**src/rtl/router_fifo.sv**
```systemverilog
// Output buffer for one router port: a DEPTH-entry FIFO of {header flag, byte} words
// with a packet counter that pulses pkt_done as each packet's parity byte is read out.
module router_fifo #(
    parameter int DEPTH  = 16,
    parameter int WIDTH  = 8,
    parameter int ADDR_W = 4
) (
    input  logic             clk,
    input  logic             reset,
    input  logic             soft_reset,
    input  logic             write_enb,
    input  logic             read_enb,
    input  logic             lfd_state,
    input  logic [WIDTH-1:0] data_in,
    output logic [WIDTH-1:0] data_out,
    output logic             full,
    output logic             empty,
    output logic [6:0]       pkt_cnt,
    output logic             pkt_done
);

    logic [WIDTH:0]   mem [DEPTH];
    logic [ADDR_W:0]  wr_ptr_q, wr_ptr_d;
    logic [ADDR_W:0]  rd_ptr_q, rd_ptr_d;
    logic             lfd_q;
    logic [WIDTH-1:0] data_out_q, data_out_d;
    logic [6:0]       pkt_cnt_q, pkt_cnt_d;
    logic             pkt_done_q, pkt_done_d;
    logic             flush;
    logic             do_write;
    logic             do_read;
    logic [WIDTH:0]   rd_word;

    assign flush    = reset || soft_reset;
    assign empty    = (wr_ptr_q == rd_ptr_q);
    assign full     = (wr_ptr_q[ADDR_W] != rd_ptr_q[ADDR_W]) &&
                      (wr_ptr_q[ADDR_W-1:0] == rd_ptr_q[ADDR_W-1:0]);
    assign do_write = write_enb && !full;
    assign do_read  = read_enb && !empty;
    assign rd_word  = mem[rd_ptr_q[ADDR_W-1:0]];

    // NOTE: every signal assigned here gets a default first, so no path leaves it unassigned and no latch is inferred.
    always_comb begin
        wr_ptr_d   = wr_ptr_q;
        rd_ptr_d   = rd_ptr_q;
        data_out_d = data_out_q;
        pkt_cnt_d  = pkt_cnt_q;
        pkt_done_d = 1'b0;
        if (do_write) begin
            wr_ptr_d = wr_ptr_q + 1'b1;
        end
        if (do_read) begin
            rd_ptr_d   = rd_ptr_q + 1'b1;
            data_out_d = rd_word[WIDTH-1:0];
            // Header reload counts payload plus parity; a counter already at zero ignores orphan bytes.
            if (rd_word[WIDTH]) begin
                pkt_cnt_d = {1'b0, rd_word[7:2]} + 7'd1;
            end else if (pkt_cnt_q != 7'd0) begin
                pkt_cnt_d  = pkt_cnt_q - 7'd1;
                pkt_done_d = (pkt_cnt_q == 7'd1);
            end
        end
    end

    // NOTE: sequential state uses non-blocking assignments so all flops update together from pre-edge values.
    always_ff @(posedge clk) begin
        if (flush) begin
            wr_ptr_q   <= '0;
            rd_ptr_q   <= '0;
            lfd_q      <= 1'b0;
            data_out_q <= '0;
            pkt_cnt_q  <= '0;
            pkt_done_q <= 1'b0;
        end else begin
            wr_ptr_q   <= wr_ptr_d;
            rd_ptr_q   <= rd_ptr_d;
            lfd_q      <= lfd_state;
            data_out_q <= data_out_d;
            pkt_cnt_q  <= pkt_cnt_d;
            pkt_done_q <= pkt_done_d;
        end
    end

    // NOTE: the storage array has no reset; stale contents are unreachable while the pointers say empty.
    always_ff @(posedge clk) begin
        if (do_write && !flush) begin
            mem[wr_ptr_q[ADDR_W-1:0]] <= {lfd_q, data_in};
        end
    end

    assign data_out = data_out_q;
    assign pkt_cnt  = pkt_cnt_q;
    assign pkt_done = pkt_done_q;

endmodule

```
**config.mk**
```make
export PLATFORM = sky130hd
export DESIGN_NAME = router_fifo
export DESIGN_NICKNAME = d
export VERILOG_FILES = /design/src/rtl/router_fifo.sv
export SDC_FILE = /design/constraint.sdc
export NUM_CORES = 1
export LEC_CHECK = 0
export ABC_AREA = 0
export CORE_UTILIZATION = 34
export CTS_BUF_LIST = sky130_fd_sc_hd__clkbuf_8 sky130_fd_sc_hd__clkbuf_16
export DETAILED_ROUTE_END_ITERATION = 10
export GPL_TIMING_DRIVEN = 0
export PLACE_DENSITY = 0.59
export SETUP_SLACK_MARGIN = 0.4
export SYNTH_ARGS = -nofsm -noshare
export SYNTH_HDL_FRONTEND = slang
export SYNTH_SLANG_ARGS = --single-unit
```
**constraint.sdc**
```tcl
create_clock -name clk -period 2.5 [get_ports clk]
set_input_delay 0.625 -clock clk [delete_from_list [all_inputs] [get_ports clk]]
set_output_delay 0.625 -clock clk [all_outputs]
set_load 0.01 [all_outputs]
```
# Word level (Yosys, flattened, before mapping)
# Memory sizes are Yosys's and may differ from the RTL's. A register that Yosys moved wholly into a read port is not among the register bits.
# Index checks and enable logic that the tools add are counted.
# Widths: inputs -> output; s select.
# op_classes
muxes	6
reduce_logical	12
n_eq_ne	4
n_bitwise	2
addsub	4
# ops
cell	n
$mux 7	2
$add 5x1->5 const B	2
$mux 4	2
$add 6x1->7 const B	1
$eq 7x1->1 const B	1
$reduce_bool 7->1	1
$sub 7x1->7 const B	1
$eq 5x5->1	1
$eq 4x4->1	1
$logic_and 1x1->1	4
$reduce_or 4->1	1
$logic_not 1->1	3
$mux 1	2
$not 1->1	2
$reduce_and 2->1	1
$reduce_bool 2->1	1
$logic_or 1x1->1	1
$ne 1x1->1	1
# word_totals
elab_cells	35
output_inout_bits	18
register_bits	27
ram_bits	144
in_bits	14
n_memories	1
# mem_list
memory	depth	width	rd	rd_ports_with_merged_regs	wr	line_no	text
mem	16	9	1	1	1	22	logic [WIDTH:0] mem [DEPTH];

# Logic depth before layout (Yosys ltp)
# depth
depth_word	7
mapped_depth	9
ltp_nobuf	7

# Worst setup path after synthesis
# OpenSTA, ideal clock, no wires.
# synth_path
kind	reg-to-reg
from	reg wr_ptr_q[2]
to	mem mem[3][0] (netlist bit) (enable)
period_less_slack_ns	2.396
setup_ns	0.387
n_path_buf	1
stages_incl_launch_ff	8
t_arrival_ns	2.009
setup_slack_ns	0.104
t_required_ns	2.113
cell_sequence	dfxtp_1 > clkbuf_1 > xnor2_1 > nand4_1 > o21a_1 > and2_1 > nand2_1 > nor3_1
# synth_via
elab_chain_len	7
# synth_rtl
element	line_no	text
start, declared	23	logic [ADDR_W:0] wr_ptr_q, wr_ptr_d;
start signal, assigned	75	wr_ptr_q <= wr_ptr_d;
$eq 4x4->1	37	(wr_ptr_q[ADDR_W-1:0] == rd_ptr_q[ADDR_W-1:0]);
$logic_and 1x1->1	36	assign full = (wr_ptr_q[ADDR_W] != rd_ptr_q[ADDR_W]) &&
$logic_not 1->1	38	assign do_write = write_enb && !full;
$logic_and 1x1->1	38	
$logic_and 1x1->1	86	if (do_write && !flush) begin
$mux 1	86	
$mux 1 (implied by the code)	87	mem[wr_ptr_q[ADDR_W-1:0]] <= {lfd_q, data_in};
end, declared	22	
# Several ways; a longest one is shown, not always the timed one.

==> metrics.yaml <==
yosys_register_bits: 175
pin_count: 32
drc_errors: 0
nFillCells: 1713
row_count: 52
pwr_density_cell_nw_per_um2: 639
num_vias: 3919
detail_route.wirelength_mm: 15.9
count_of_nets_after_finishing: 531
die_area_um2: 21200
layout_min_cycle_time_ns: 2.30
worst-endpoint-required_ns: 2.81
final_layout_size_suffix_gt1_share_pct: 36.5
number_of_clock_buffers_inserted_by_tritoncts: 17
netlist_area_um2: 7020
initial_core_util_pct: 34.7
final_max_slew_viol_count: 0
run_status: "finished clean"
fp.dieW_um: 146
most-common-layout-cells: "sky130_fd_sc_hd__edfxtp_1 (144), sky130_fd_sc_hd__mux4_2 (40), sky130_fd_sc_hd__clkdlybuf4s50_1 (29)"
ir_drop_mv: 0.382
fp.coreArea_um2: 20200
synth_cells: 417
worstRegToRegCells: 7
finalSetupViolations: 0
dp_cells: 718
dp.final_hpwl_mm: 9.56
regToRegEndpoint: "pkt_cnt[2]"
gp_routability_congestion: 0.754
synthesis.yosys.warnings: 0
overflow: 0
antenna_found_initial: 1
clk_pin_slew_ns: 0.06
leakagePower_nw: 2.94
synth_nets: 440
htreeDepth: 4
worstSetupEndpointType: "flop"
pin_count_of_the_biggest_net_entering_global_routing: 17
grt_use_total_pct: 15.8
cp-start-kind: "flop"
cts-root-to-sink-buffers: 2
netlist-cell-type-count: 37
max_freq_mhz: 435
clock_sink_count: 175
min_period_over_period_pct: 92.0
cp_data_arrival_time_ns: 2.61
finalHoldViolCount: 0
buffer_ports.inserted: 31
final_antenna_net_count: 0
timing.setup.tns_ns: 0
synth-edff-count: 144
grt_pass1_wl_mm: 24.4
area.growth.synth_to_final_pct: 31.5
firstDrtPassIters: 4
crit_type: "reg2reg"
final_core_util_pct: 45.6
route.detailed.wl_per_inst_um: 20.2
detail_route.vias_per_cell: 4.95
slew_headroom_pct: 61.4
rsz0062_at_grt: "true"
async_flop_share_pct: 0
clock_insertion_delay_worst_skew_ns: 0.42
maxCapViolCount: 0
reg2reg_setup_slack_ns: 0.20
die_y_um: 146
layout_commonest_cell: "sky130_fd_sc_hd__edfxtp_1"
layout_setup_ws_ns: 0.201
synth_area_per_cell_um2: 16.8
worst-path-max-fanout: 7
synth_sequential_area_ratio_pct: 70.5
grt_pass1_vias: 4185
cts_root_buffer: "sky130_fd_sc_hd__clkbuf_16"
cp_capture_point: "pkt_cnt[2]"
tritoncts_clock_tree: "done"
clock_skew_ns: 0.00686
first_iter_violations: 292
synth_flop_cell: "sky130_fd_sc_hd__edfxtp_1"
placement.setup.worst_slack_ns: -0.943
layout.cells.non_filler: 791
transition_time_at_the_pin_with_the_least_slew_margin_ns: 0.577
hold_class: "reg2reg"
[Yosys cell counts, drive strengths merged, types with 2 or more instances]
| library cell | number | area share, % |
|---|---|---|
| o21ai | 7 | 0.50 |
| buf | 10 | 1.1 |
| nor3 | 7 | 0.50 |
| clkbuf | 9 | 0.48 |
| xor2 | 8 | 1.0 |
| a32o | 2 | 0.29 |
| dfxtp | 31 | 8.8 |
| o221a | 2 | 0.32 |
| edfxtp | 144 | 62 |
| nor2 | 33 | 1.8 |
| inv | 7 | 0.37 |
| a21oi | 19 | 1.4 |
| xnor2 | 9 | 1.1 |
| nand4 | 4 | 0.36 |
| o21a | 2 | 0.21 |
| nand2 | 35 | 1.9 |
| nand3 | 5 | 0.36 |
| nor4 | 2 | 0.18 |
| nand2b | 2 | 0.18 |
| nand4b | 2 | 0.25 |
| a22oi | 11 | 1.2 |
| and3 | 2 | 0.18 |
| ha | 9 | 1.6 |
| and2 | 4 | 0.36 |
| mux4 | 40 | 13 |
| o22ai | 2 | 0.18 |
| nor2b | 2 | 0.18 |
[where the power goes]
group	switching, W	internal (W)	total, W
combinational	0.000128	0.000125	0.000253
clock	0.00111	0.00137	0.00247
sequential	0.0000108	0.00316	0.00317
[area by class of cell]
type	count	area (um^2)	area share (%)
diodes	1	2.50	0.0271
plain buffers	19	201	2.18
clock buffers	17	425	4.61
clock inverters	14	120	1.30
inverters	7	26.3	0.285
multi-input cells	216	2280	24.7
flip-flops and latches	175	4960	53.7
well taps	270	338	3.66
repair buffers	72	875	9.48
[state kept, by name, indices dropped and copies added, names as in the netlist, named ones only]
signal and flops:
mem 144, data_out 8, pkt_cnt 7, rd_ptr_q 5, wr_ptr_q 5, lfd_q 1, pkt_done 1
[metal layers]
metal	global-route usage (%)	vias to the layer above	routed length, um	part of all wire (%)
li1	-	1806	-	-
met3	4.08	17	544	3.4
met2	27.3	76	8370	52
met1	19.3	2020	6840	43
met4	4.79	0	189	1.2
met5	0	-	0	0
[how the worst min path moves through the flow]
| stage | depth (start not counted) | start | endpoint |
|---|---|---|---|
| 6_report | 2 | data_out[0] | data_out[0] |
| 5_1_grt | 2 | data_out[1] | data_out[1] |
| 4_1_cts | 2 | data_out[6] | data_out[6] |
| 3_5_place_dp | 2 | data_out[6] | data_out[6] |
| 3_3_place_gp | 2 | data_out[0] | data_out[0] |
| 2_1_floorplan | 2 | data_out[0] | data_out[0] |
[repair_timing]
item,CTS,global route
setup endpoints to repair,164,134
buffers inserted,29,7
gates cloned,2,3
pin swaps,26,17
gates resized for setup,79,31
endpoints found under the hold margin,0,0
hold buffers,0,0
[metrics by stage]
| step | hold WS, ns | power (W) | instance area [um^2] |
|---|---|---|---|
| floorplan | 0.481 | 0.00334 | 7100 |
| global placement | 0.450 | 0.00342 | 7750 |
| detailed placement | 0.457 | 0.00343 | 7750 |
| CTS | 0.466 | 0.00591 | 8980 |
| global route | 0.490 | 0.00608 | 9220 |
| finish | 0.465 | 0.00590 | 9220 |
[critical path, stage by stage, from the launching register on]
cell and delay [ns]:
sky130_fd_sc_hd__dfxtp_2 0.35, sky130_fd_sc_hd__buf_12 0.14, sky130_fd_sc_hd__mux4_2 0.51, sky130_fd_sc_hd__mux4_2 0.61
sky130_fd_sc_hd__buf_6 0.18, sky130_fd_sc_hd__a31oi_1 0.15, sky130_fd_sc_hd__a21oi_1 0.06, sky130_fd_sc_hd__a32o_1 0.20
[logic make-up after synthesis]
logic type / Yosys count / share of synthesized area, %
flops: 175 / 70.5
simple gates: 101 / 6.56
fa+ha+maj: 9 / 1.60
compound gates: 49 / 4.49
xor+xnor: 17 / 2.12
buf+inv: 26 / 1.91
mux: 40 / 12.8
No activity file was read; power rests on OpenSTA's default activity.
